==> src/rtl/adc_frame_serializer.sv <==
// Serialises one captured frame of NumCh x BytesPerCh ADC sample bytes onto a
// byte-wide UART transmit handshake, channel 0 first, each sample MSB byte first.
module adc_frame_serializer #(
    parameter int Width      = 8,
    parameter int NumCh      = 2,
    parameter int BytesPerCh = 2
) (
    input  logic                                clk_i,
    input  logic                                rst_i,
    input  logic                                start_i,
    input  logic [NumCh*Width*BytesPerCh-1:0]   data_i,
    input  logic                                tx_done_i,
    output logic                                tx_start_o,
    output logic [Width-1:0]                    data_o,
    output logic                                busy_o,
    output logic                                done_o
);

    // state | meaning
    // IDLE  | waiting for start_i; frame sample captured on acceptance
    // SEND  | tx_start_o high for this single cycle, data_o holds current byte
    // WAIT  | data_o held, waiting for tx_done_i from the UART
    // DONE  | done_o pulse; busy_o drops on leaving

    localparam int SW = Width * BytesPerCh;
    localparam int NB = NumCh * BytesPerCh;
    localparam int IW = (NB > 1) ? $clog2(NB) : 1;
    localparam logic [IW-1:0] LastIdx = IW'(NB - 1);

    typedef enum logic [1:0] {
        IDLE = 2'd0,
        SEND = 2'd1,
        WAIT = 2'd2,
        DONE = 2'd3
    } state_t;

    state_t                 state;
    logic [IW-1:0]          idx;
    logic [NumCh*SW-1:0]    shadow;

    // Frame byte sel: channel sel/BytesPerCh, taken most-significant byte first.
    function automatic logic [Width-1:0] pick_byte(input logic [NumCh*SW-1:0] vec,
                                                   input int sel);
        logic [Width-1:0] res;
        res = '0;
        for (int c = 0; c < NumCh; c++) begin
            for (int b = 0; b < BytesPerCh; b++) begin
                if (c * BytesPerCh + b == sel) begin
                    res = vec[c*SW + (BytesPerCh-1-b)*Width +: Width];
                end
            end
        end
        return res;
    endfunction

    always_ff @(posedge clk_i) begin
        if (rst_i) begin
            state      <= IDLE;
            idx        <= '0;
            shadow     <= '0;
            tx_start_o <= 1'b0;
            data_o     <= '0;
            busy_o     <= 1'b0;
            done_o     <= 1'b0;
        end else begin
            tx_start_o <= 1'b0;
            done_o     <= 1'b0;
            case (state)
                IDLE: begin
                    if (start_i) begin
                        shadow     <= data_i;
                        idx        <= '0;
                        busy_o     <= 1'b1;
                        tx_start_o <= 1'b1;
                        data_o     <= pick_byte(data_i, 0);
                        state      <= SEND;
                    end
                end
                SEND: begin
                    state <= WAIT;
                end
                WAIT: begin
                    if (tx_done_i) begin
                        if (idx == LastIdx) begin
                            done_o <= 1'b1;
                            state  <= DONE;
                        end else begin
                            idx        <= idx + 1'b1;
                            tx_start_o <= 1'b1;
                            data_o     <= pick_byte(shadow, int'(idx) + 1);
                            state      <= SEND;
                        end
                    end
                end
                DONE: begin
                    busy_o <= 1'b0;
                    idx    <= '0;
                    state  <= IDLE;
                end
                default: begin
                    state <= IDLE;
                end
            endcase
        end
    end

endmodule

==> config.mk <==
export PLATFORM = sky130hd
export DESIGN_NAME = adc_frame_serializer
export DESIGN_NICKNAME = d
export VERILOG_FILES = /design/src/rtl/adc_frame_serializer.sv
export SDC_FILE = /design/constraint.sdc
export NUM_CORES = 1
export LEC_CHECK = 0
export ABC_AREA = 1
export BUFFER_PORTS_ARGS = -buffer_cell sky130_fd_sc_hd__buf_4
export CORE_AREA = 3 3 75 77
export DETAILED_ROUTE_END_ITERATION = 10
export DIE_AREA = 0 0 78 80
export HOLD_SLACK_MARGIN = 0.03
export PLACE_DENSITY = 0.63
export SYNTH_ARGS = -nofsm -noshare
export SYNTH_HDL_FRONTEND = slang
export SYNTH_SLANG_ARGS = --single-unit
export TNS_END_PERCENT = 5
==> constraint.sdc <==
create_clock -name clk_i -period 2.5 [get_ports clk_i]
set_input_delay 0.25 -clock clk_i [delete_from_list [all_inputs] [get_ports clk_i]]
set_output_delay 0.25 -clock clk_i [all_outputs]
set_load 0.02 [all_outputs]
==> out/qor.yml <==
outcome: "complete, no violations"
die_h_um: 80
synth_edf_count: 0
grt_pass1_wl_um: 8450
post-route-util: 0.517
numCtsBuffers: 5
startpoint_type: "register"
design_area_um2: 2620
synth.area.top_cells: "dfxtp_1, nand2_1, a21oi_1"
worstMarginPinSlew_ns: 0.670
yosysMostFrequentCell: "nand2_1"
finClkSkew_ns: 0.00328
hold_class: "in2reg"
hpwl_um: 3570
layout_min_cycle_time_ns: 1.67
dpl.cell_count: 401
worstPathMaxFanout: 58
nets: 379
async_reset_ff_frac: 0
postPlaceCellArea_um2: 2550
post-cts-setup-buffers: 0
h-tree-depth: 2
end_kind: "register"
antenna_found_initial: 0
gr-usage-all-layers: 0.169
grt_pass1_vias: 1805
ios: 47
cp_data_arrival_time_ns: 1.89
io_buffers: 46
holdWs_ns: 0.164
cts_tree: "yes"
synth.avg_cell_area_um2: 7.39
vias_per_cell: 4.75
fp.coreArea_um2: 5070
grt_max_degree: 59
syn_nets: 341
slew_headroom: 0.554
power_density_nw_per_um2: 678
wire_per_inst_um: 12.4
first_pass_iters: 4
hold_viol_final: 0
postCtsResizedCells: 0
netlist_instances: 300
stdcell_count: 407
fin_crit_sh: 0.669
synth.cells.most_frequent: "nand2_1, dfxtp_1, a21oi_1"
die_area_um2: 6240
synth_area_um2: 2220
synth-main-ff-cell: "dfxtp_1"
wl_um: 5070
setup-violations-final: 0
yosysSeqAreaShare: 0.424
fmax_ghz: 0.598
yosys.area.top_type: "dfxtp_1"
drc: 0
ys_types: 21
antenna_left: 0
finalSetupTns_ns: 0
vdd_drop_max_mv: 0.381
hold_buffers: 0
rows: 26
dieWidth_um: 78
drtIter0Drc: 137
start_util: 0.437
clock_tree.root_cell: "clkbuf_8"
path_clk_slew_ns: 0.08
drv_slew: 0
via_count: 1932
rsz0062_at_grt: "false"
numClockSinks: 47
p_leak_nw: 1.15
critPathKind: "reg2reg"
overflow: 0
layout-drive-gt1-share: 0.240
ys_ff_latch: 47
synth_top_area_frac: 0.424
clk_latency_ns: 0.29
ys_warn_count: 0
syn2layout_area_growth_pct: 18.2
antennaDiodeCount: 0
drv_cap: 0
cts_buffer_depth: 2
cp.required_ns: 2.72
gp_congestion: 0.818
## area by class of cell
class	instances	area, um^2
sequential	47	941
inverter	34	130
multi-input combinational	203	1040
clock buffer	6	72.6
tap	70	87.6
fill	541	2450
timing repair buffer	47	353
## where the power goes
group / switching (mW) / leakage [nW] / internal, mW
registers: 0.0431 / 0.389 / 0.833
clock network: 0.233 / 0.0371 / 0.187
logic: 0.301 / 0.723 / 0.181
## cells in the final DEF (no fill, tap or decap)
cell,instances
nor2_2,4
clkbuf_1,1
o21ai_0,25
clkinv_1,1
nand2_1,55
o21ai_1,20
nand2_4,3
buf_4,47
nor3_1,2
a21oi_1,38
inv_2,3
inv_4,1
dfxtp_1,47
o21a_1,1
inv_1,29
nor2_1,32
clkbuf_8,5
a21oi_2,18
ha_1,5
## per-layer routing
| layer | routed length (um) | vias to the layer above | global-route usage | part of all wire |
|---|---|---|---|---|
| met5 | 0 | - | 0 | 0 |
| met4 | 68 | 0 | 0.0542 | 0.013 |
| met3 | 261 | 7 | 0.0339 | 0.052 |
| met2 | 2150 | 50 | 0.251 | 0.42 |
| met1 | 2580 | 839 | 0.246 | 0.51 |
| li1 | - | 1036 | - | - |
## final timing paths
kind / from / end / slack, ns / cells after the start
setup reg to reg: state[0] / data_o[2] / 0.83 / 6
hold reg to reg: shadow[23] / shadow[23] / 0.46 / 2
hold / removal: rst_i / busy_o / 0.16 / 2
setup / recovery: state[0] / data_o[2] / 0.83 / 6
## flip-flops by register name, summed over array words and instances (netlist names)
name	flops
shadow	32
done_o	1
tx_start_o	1
state	2
data_o	8
idx	2
busy_o	1
## cells by family (layout without fill, tap and decap cells)
logic type                 count (synthesis)  count (layout)  synth area share
AOI/OAI and AO/OA                        102             102             0.262
adders and majority gates                  5               5            0.0282
buffers and inverters                     50              87             0.108
DFF                                       47              47             0.424
and+or+nand+nor                           96              96             0.178
## stage by stage
| step | power (mW) | setup slack [ns] |
|---|---|---|
| 3_5_place_dp | 1.38 | 0.843 |
| 4_1_cts | 1.80 | 0.815 |
| 5_1_grt | 1.89 | 0.637 |
| 3_3_place_gp | 1.37 | 0.830 |
| 6_report | 1.78 | 0.827 |
| 2_1_floorplan | 1.24 | 1.09 |
## worst max-delay path, cell delays in order, from the launching register on
cell     delay [ns]
dfxtp_1        0.43
nor2_2         0.09
nand2_4        0.49
nand2_4        0.18
inv_4          0.19
a21oi_2        0.04
a21oi_1        0.16
No activity file was read; power rests on OpenSTA's default activity.
